[config.mk]
export PLATFORM = sky130hd
export DESIGN_NAME = key_encoder
export DESIGN_NICKNAME = d
export VERILOG_FILES = /design/src/rtl/key_encoder.sv
export SDC_FILE = /design/constraint.sdc
export NUM_CORES = 1
export LEC_CHECK = 0
export CELL_PAD_IN_SITES_DETAIL_PLACEMENT = 1
export CELL_PAD_IN_SITES_GLOBAL_PLACEMENT = 2
export CORE_MARGIN = 2
export CORE_UTILIZATION = 33
export DETAILED_ROUTE_END_ITERATION = 10
export GPL_ROUTABILITY_DRIVEN = 0
export PLACE_DENSITY = 0.73
export SETUP_SLACK_MARGIN = 0.4
export SLEW_MARGIN = 40
export SYNTH_ARGS = -nofsm -noshare
export SYNTH_HDL_FRONTEND = slang
export SYNTH_SLANG_ARGS = --single-unit
[constraint.sdc]
create_clock -name clk -period 1.15 [get_ports clk]
set_input_delay 0.23 -clock clk [delete_from_list [all_inputs] [get_ports clk]]
set_output_delay 0.23 -clock clk [all_outputs]
set_load 0.01 [all_outputs]
[src/rtl/key_encoder.sv]
// -----------------------------------------------------------------------------
// key_encoder
//
// Reads eight active-low push keys and turns each debounced press into a 3-bit
// key index for the control logic.
//
// Each key is synchronised by two flops and then debounced. A debounced 1->0
// transition is a press. While enable is high, a press sets that key's bit in
// the pending mask. Pending presses are presented one at a time, lowest index
// first, on a valid/ready handshake. If a key is pressed again while its bit is
// still pending, the new press is not queued and overrun pulses instead.
//
// Ports
//   clk      in   1  clock, all logic on the rising edge
//   rst      in   1  synchronous reset, active-high
//   enable   in   1  1 = capture new presses into pending, 0 = ignore presses
//   keys_n   in   8  raw key pins, active-low, asynchronous to clk
//   ready    in   1  consumer takes code when valid && ready at a rising edge
//   code     out  3  index of the key being presented (0 = keys_n[0])
//   valid    out  1  code holds a pending press
//   keys_db  out  8  debounced key state, active-low
//   overrun  out  1  one-cycle pulse: press on a key that was already pending
// -----------------------------------------------------------------------------
module key_encoder #(
  parameter int DEBOUNCE_CYCLES = 4
) (
  input  logic       clk,
  input  logic       rst,
  input  logic       enable,
  input  logic [7:0] keys_n,
  input  logic       ready,
  output logic [2:0] code,
  output logic       valid,
  output logic [7:0] keys_db,
  output logic       overrun
);

  localparam int NUM_KEYS = 8;
  localparam int CNT_W    = (DEBOUNCE_CYCLES > 1) ? $clog2(DEBOUNCE_CYCLES) : 1;
  localparam logic [CNT_W-1:0] CNT_LAST = CNT_W'(DEBOUNCE_CYCLES - 1);

  typedef enum logic {
    IDLE = 1'b0,
    HOLD = 1'b1
  } state_t;

  // ---------------------------------------------------------------------------
  // Two-flop synchroniser.
  // ---------------------------------------------------------------------------
  logic [NUM_KEYS-1:0] s1;
  logic [NUM_KEYS-1:0] s2;

  // NOTE: sequential state is updated only with non-blocking assignments, so
  // every flop samples the values from before the edge. That is what makes
  // s1 -> s2 a real two-stage pipeline.
  always_ff @(posedge clk) begin
    if (rst) begin
      s1 <= '1;
      s2 <= '1;
    end else begin
      s1 <= keys_n;
      s2 <= s1;
    end
  end

  // ---------------------------------------------------------------------------
  // Debounce. cnt[i] counts consecutive cycles in which s2[i] differs from
  // keys_db[i]. The new level is accepted on the DEBOUNCE_CYCLES-th such
  // cycle. A bounce back to the accepted level restarts the count.
  // ---------------------------------------------------------------------------
  logic [CNT_W-1:0] cnt [NUM_KEYS];

  // NOTE: cnt is a small array of flops, not a RAM, so it is reset with
  // everything else. A debounce run left half-finished before reset must not
  // leak into the first press after reset.
  always_ff @(posedge clk) begin
    if (rst) begin
      keys_db <= '1;
      for (int i = 0; i < NUM_KEYS; i++) cnt[i] <= '0;
    end else begin
      for (int i = 0; i < NUM_KEYS; i++) begin
        if (s2[i] == keys_db[i]) begin
          cnt[i] <= '0;
        end else if (cnt[i] == CNT_LAST) begin
          keys_db[i] <= s2[i];
          cnt[i]     <= '0;
        end else begin
          cnt[i] <= cnt[i] + 1'b1;
        end
      end
    end
  end

  // ---------------------------------------------------------------------------
  // Press detect and pending mask.
  // ---------------------------------------------------------------------------
  logic [NUM_KEYS-1:0] db_prev;
  logic [NUM_KEYS-1:0] fall;
  logic [NUM_KEYS-1:0] press;
  logic [NUM_KEYS-1:0] clr_mask;
  logic [NUM_KEYS-1:0] pending;
  logic [NUM_KEYS-1:0] pending_next;
  logic                overrun_next;

  // Only 1 -> 0 transitions are presses. Releases are ignored.
  assign fall  = db_prev & ~keys_db;
  assign press = fall & {NUM_KEYS{enable}};

  // NOTE: every signal written in an always_comb gets a default value first.
  // Then no path through the block leaves it unassigned, and no latch is
  // inferred.
  always_comb begin
    clr_mask = '0;
    if (valid && ready) clr_mask = NUM_KEYS'(1) << code;
    // A press on a key whose handshake happens on this same edge is kept:
    // the OR with press comes after the clear, so set wins.
    pending_next = (pending & ~clr_mask) | press;
    overrun_next = |(press & pending & ~clr_mask);
  end

  always_ff @(posedge clk) begin
    if (rst) begin
      db_prev <= '1;
      pending <= '0;
      overrun <= 1'b0;
    end else begin
      db_prev <= keys_db;
      pending <= pending_next;
      overrun <= overrun_next;
    end
  end

  // ---------------------------------------------------------------------------
  // Priority select: the lowest set index of pending.
  // ---------------------------------------------------------------------------
  logic [2:0] low_idx;

  always_comb begin
    low_idx = '0;
    // Scan from the top down so that the lowest set bit is written last.
    for (int i = NUM_KEYS - 1; i >= 0; i--) begin
      if (pending[i]) low_idx = 3'(i);
    end
  end

  // ---------------------------------------------------------------------------
  // Output FSM. In HOLD, code stays frozen until its handshake, so a later
  // lower-index press cannot pre-empt it. After a handshake the FSM always
  // returns to IDLE, so valid is low for at least one cycle between codes.
  // ---------------------------------------------------------------------------
  state_t     state;
  state_t     state_next;
  logic [2:0] code_next;
  logic       valid_next;

  always_comb begin
    state_next = state;
    code_next  = code;
    valid_next = valid;
    case (state)
      IDLE: begin
        valid_next = 1'b0;
        if (|pending) begin
          code_next  = low_idx;
          valid_next = 1'b1;
          state_next = HOLD;
        end
      end
      HOLD: begin
        if (ready) begin
          valid_next = 1'b0;
          state_next = IDLE;
        end
      end
    endcase
  end

  always_ff @(posedge clk) begin
    if (rst) begin
      state <= IDLE;
      code  <= 3'd0;
      valid <= 1'b0;
    end else begin
      state <= state_next;
      code  <= code_next;
      valid <= valid_next;
    end
  end

endmodule

==> reports/results.ini, run 1 <==
[cts]
clk_latency_ns = 0.33
ctsHoldBuffers = 0
cts_max_path_buffers = 2
cts_tree = done
ctsHtreeMaxLevel = 3
cts_inserted_buffers = 9
cts_num_sinks = 62
clkTransAtPathRegs_ns = 0.07
root_buffer = clkbuf_8

[logic_synthesis]
yosysMostFrequentCell = dfxtp_1
synthArstFlopShare_pct = 0
synthFlopType = dfxtp_1
synth_area_sq_um = 2460
synth_edf_count = 16
synth_largest_area_cell = dfxtp_1
synth.avg_cell_area_sq_um = 10.7
synth.distinct_cells = 34
ys_ff_latch = 62
synth_area_leaders = dfxtp_1 (37%), edfxtp_1 (20%), or2_2 (6.1%), ha_1 (4.1%), a211o_1 (3.6%)
synthCells = 230
ys_seq_area_share_pct = 57.0
yosysTopAreaCellShare_pct = 37.5
yosysWarnings = 0
ys_top_cells_by_count = dfxtp_1 (46), or2_2 (24), nor2_1 (22), edfxtp_1 (16), a21oi_1 (14)

[placement]
post-dp-hpwl_mm = 3.86
io_buffers = 24
placed_area_sq_um = 3250
place_ws_ns = -0.547

[min_path]
hp-class = primary input to flip-flop

[floorplanning]
initial_utilization_pct = 34.1
pin_count = 25
die_h_um = 90.3
row_count = 31
fp.dieArea_sq_um = 8150
die_w_um = 90.3
core_area_sq_um = 7210

[power_and_ir_drop]
power_density_nw_per_um2 = 1260
vdd_drop_max_v = 0.000794
p_leak_nw = 1.58

[timing]
layout_setup_ws_ns = -0.104
drv_slew = 0
final.period_utilization_pct = 109
hold_violations = 0
fmax_ghz = 0.797
holdWs_ns = 0.271
fin_tns_setup_ns = -0.899
setup_viol = 18
clock_skew_ns = 0.00523
post-route-min-period_ns = 1.25
rsz0062_at_grt = true

[detailed_routing]
avgViaCountPerCell = 4.54
postRouteAntennaNets = 0
drtIter0Drc = 49
drt-pass1-iter-count = 4
drc = 0
vias = 1998
drt-total-wl_mm = 6.09
wl_per_cell_um = 13.8

[run_status]
violations = negative setup slack
status = complete, but fails checks

[global_routing]
antenna_found_initial = 1
grt_util_all_layers_pct = 14.7
overflow = 0
grt_max_degree = 12
grt_pass1_vias = 1968
grt_pass1_wl_mm = 9.33

[setup_path]
path_class = flip-flop to flip-flop
end_kind = flip-flop
critPathArrivalTime_ns = 1.45
crit_chain = ha_2 -> or3_4 -> nor2_4
slowest_stage = edfxtp_1
cp_data_required_time_ns = 1.35
critPathMaxStageDelay_ns = 0.42
setup.worst_path.start_class = flip-flop
worst-path-max-fanout = 2

[layout]
fin_nets = 355
final_area_sq_um = 3980
drive_above_1_share_pct = 55.3
area_growth_pct = 61.8

[job]
max_cap_violations = 0

==> state kept, by name (all words and copies together), names as in the netlist <==
name / flops
db_prev: 8
code: 3
cnt: 16
valid: 1
pending: 8
s1: 8
keys_db: 8
state: 1
overrun: 1
s2: 8
==> metal layers <==
layer | global-route usage, % | share of wire, %
met5 | 0 | 0
met4 | 8.97 | 2.1
met3 | 3.59 | 2.8
met2 | 24.1 | 52
met1 | 17.4 | 43
==> power breakdown <==
group | internal (W) | switching (W) | total, W
clock | 0.00105 | 0.000825 | 0.00188
combinational | 0.000422 | 0.000290 | 0.000712
sequential | 0.00234 | 0.0000996 | 0.00244
==> what timing repair did <==
action,CTS,global route
setup buffers,7,13
pin swaps,20,15
cloned,1,1
setup endpoints to repair,75,64
resized for setup,126,35
==> cells in the final DEF, fill, tap and decap left out, types with 2 or more instances in the layout <==
| cell type | synthesis | routed |
|---|---|---|
| buf_4 | 1 | 36 |
| buf_6 | 2 | 34 |
| dfxtp_1 | 46 | 26 |
| or2_2 | 24 | 16 |
| edfxtp_1 | 16 | 16 |
| conb_1 | 1 | 16 |
| dfxtp_4 | 0 | 13 |
| inv_1 | 12 | 12 |
| a211o_1 | 10 | 10 |
| clkbuf_8 | 0 | 10 |
| nand3b_1 | 9 | 9 |
| nor2b_1 | 9 | 9 |
| or2_4 | 0 | 8 |
| xnor2_1 | 8 | 8 |
| nor2_2 | 0 | 8 |
| nand2_1 | 12 | 8 |
| ha_2 | 0 | 8 |
| clkdlybuf4s50_1 | 0 | 8 |
| or3_4 | 0 | 7 |
| nor2_1 | 22 | 7 |
| nor2_4 | 0 | 7 |
| a21oi_1 | 14 | 7 |
| dfxtp_2 | 0 | 7 |
| a21oi_2 | 0 | 6 |
| nand2_4 | 0 | 2 |
| nand2_2 | 0 | 2 |
| o31ai_4 | 0 | 2 |
| o22a_2 | 2 | 2 |
| clkbuf_1 | 3 | 2 |
| dlygate4sd2_1 | 0 | 2 |
| buf_2 | 0 | 2 |
==> kinds of logic (layout without fill, tap and decap cells) <==
| kind of cell | after synthesis | after routing | share of synthesized area [%] |
|---|---|---|---|
| adders and majority gates | 8 | 8 | 4.07 |
| AOI/OAI and AO/OA | 39 | 39 | 10.9 |
| other | 1 | 17 | 0.153 |
| buffers and inverters | 18 | 113 | 3.51 |
| DFF | 62 | 62 | 57.0 |
| and+or+nand+nor | 94 | 94 | 21.5 |
| xor gates and xnor gates | 8 | 8 | 2.85 |
==> metrics by stage <==
stage                     power, W  instances  util [%]
final                      0.00502        440      55.1
after global routing       0.00528        440      55.1
after CTS                  0.00497        425      51.6
after detailed placement   0.00299        401      45.0
after global placement     0.00297        401      45.0
after floorplan            0.00274        245         -
==> worst max-delay path, delay by kind of cell (launching register included) <==
family                     cells  cell delay, ns
DFF                            1            0.42
adders and majority gates      1            0.22
and+or+nand+nor                2            0.48
==> final timing paths <==
kind	from	to	slack (ns)	cells past startpoint
setup reg to reg	cnt[0][6]	cnt[0][7]	-0.10	3
setup / recovery	cnt[0][6]	cnt[0][7]	-0.10	3
hold / removal	rst	keys_db[6]	0.27	3
hold reg to reg	s1[2]	s2[2]	0.41	1
==> layout make-up <==
type,count,area [sq um]
clock inverter,4,46.3
inverter,12,45.0
sequential,62,1460
multi-input combinational,165,1320
clock buffer,12,145
tap,99,124
fill,790,3240
antenna,1,2.50
timing repair buffer,85,833
(Power assumes the default switching activity.)
==> run 2, diff against run 1 <==
--- a/config.mk
+++ b/config.mk
@@ -9,6 +9,7 @@
 export CELL_PAD_IN_SITES_GLOBAL_PLACEMENT = 2
 export CORE_MARGIN = 2
 export CORE_UTILIZATION = 33
+export CTS_CLUSTER_DIAMETER = 30
 export DETAILED_ROUTE_END_ITERATION = 10
 export GPL_ROUTABILITY_DRIVEN = 0
 export PLACE_DENSITY = 0.73
==> results of run 2 <==
No change in the layout: final DEF, timing and power equal those of run 1.
==> run 3, diff against run 2 <==
--- a/config.mk
+++ b/config.mk
@@ -12,6 +12,7 @@
 export CTS_CLUSTER_DIAMETER = 30
 export DETAILED_ROUTE_END_ITERATION = 10
 export GPL_ROUTABILITY_DRIVEN = 0
+export HOLD_SLACK_MARGIN = 0.12
 export PLACE_DENSITY = 0.73
 export SETUP_SLACK_MARGIN = 0.4
 export SLEW_MARGIN = 40
==> results of run 3 <==
No change in the layout: final DEF, timing and power equal those of run 1.
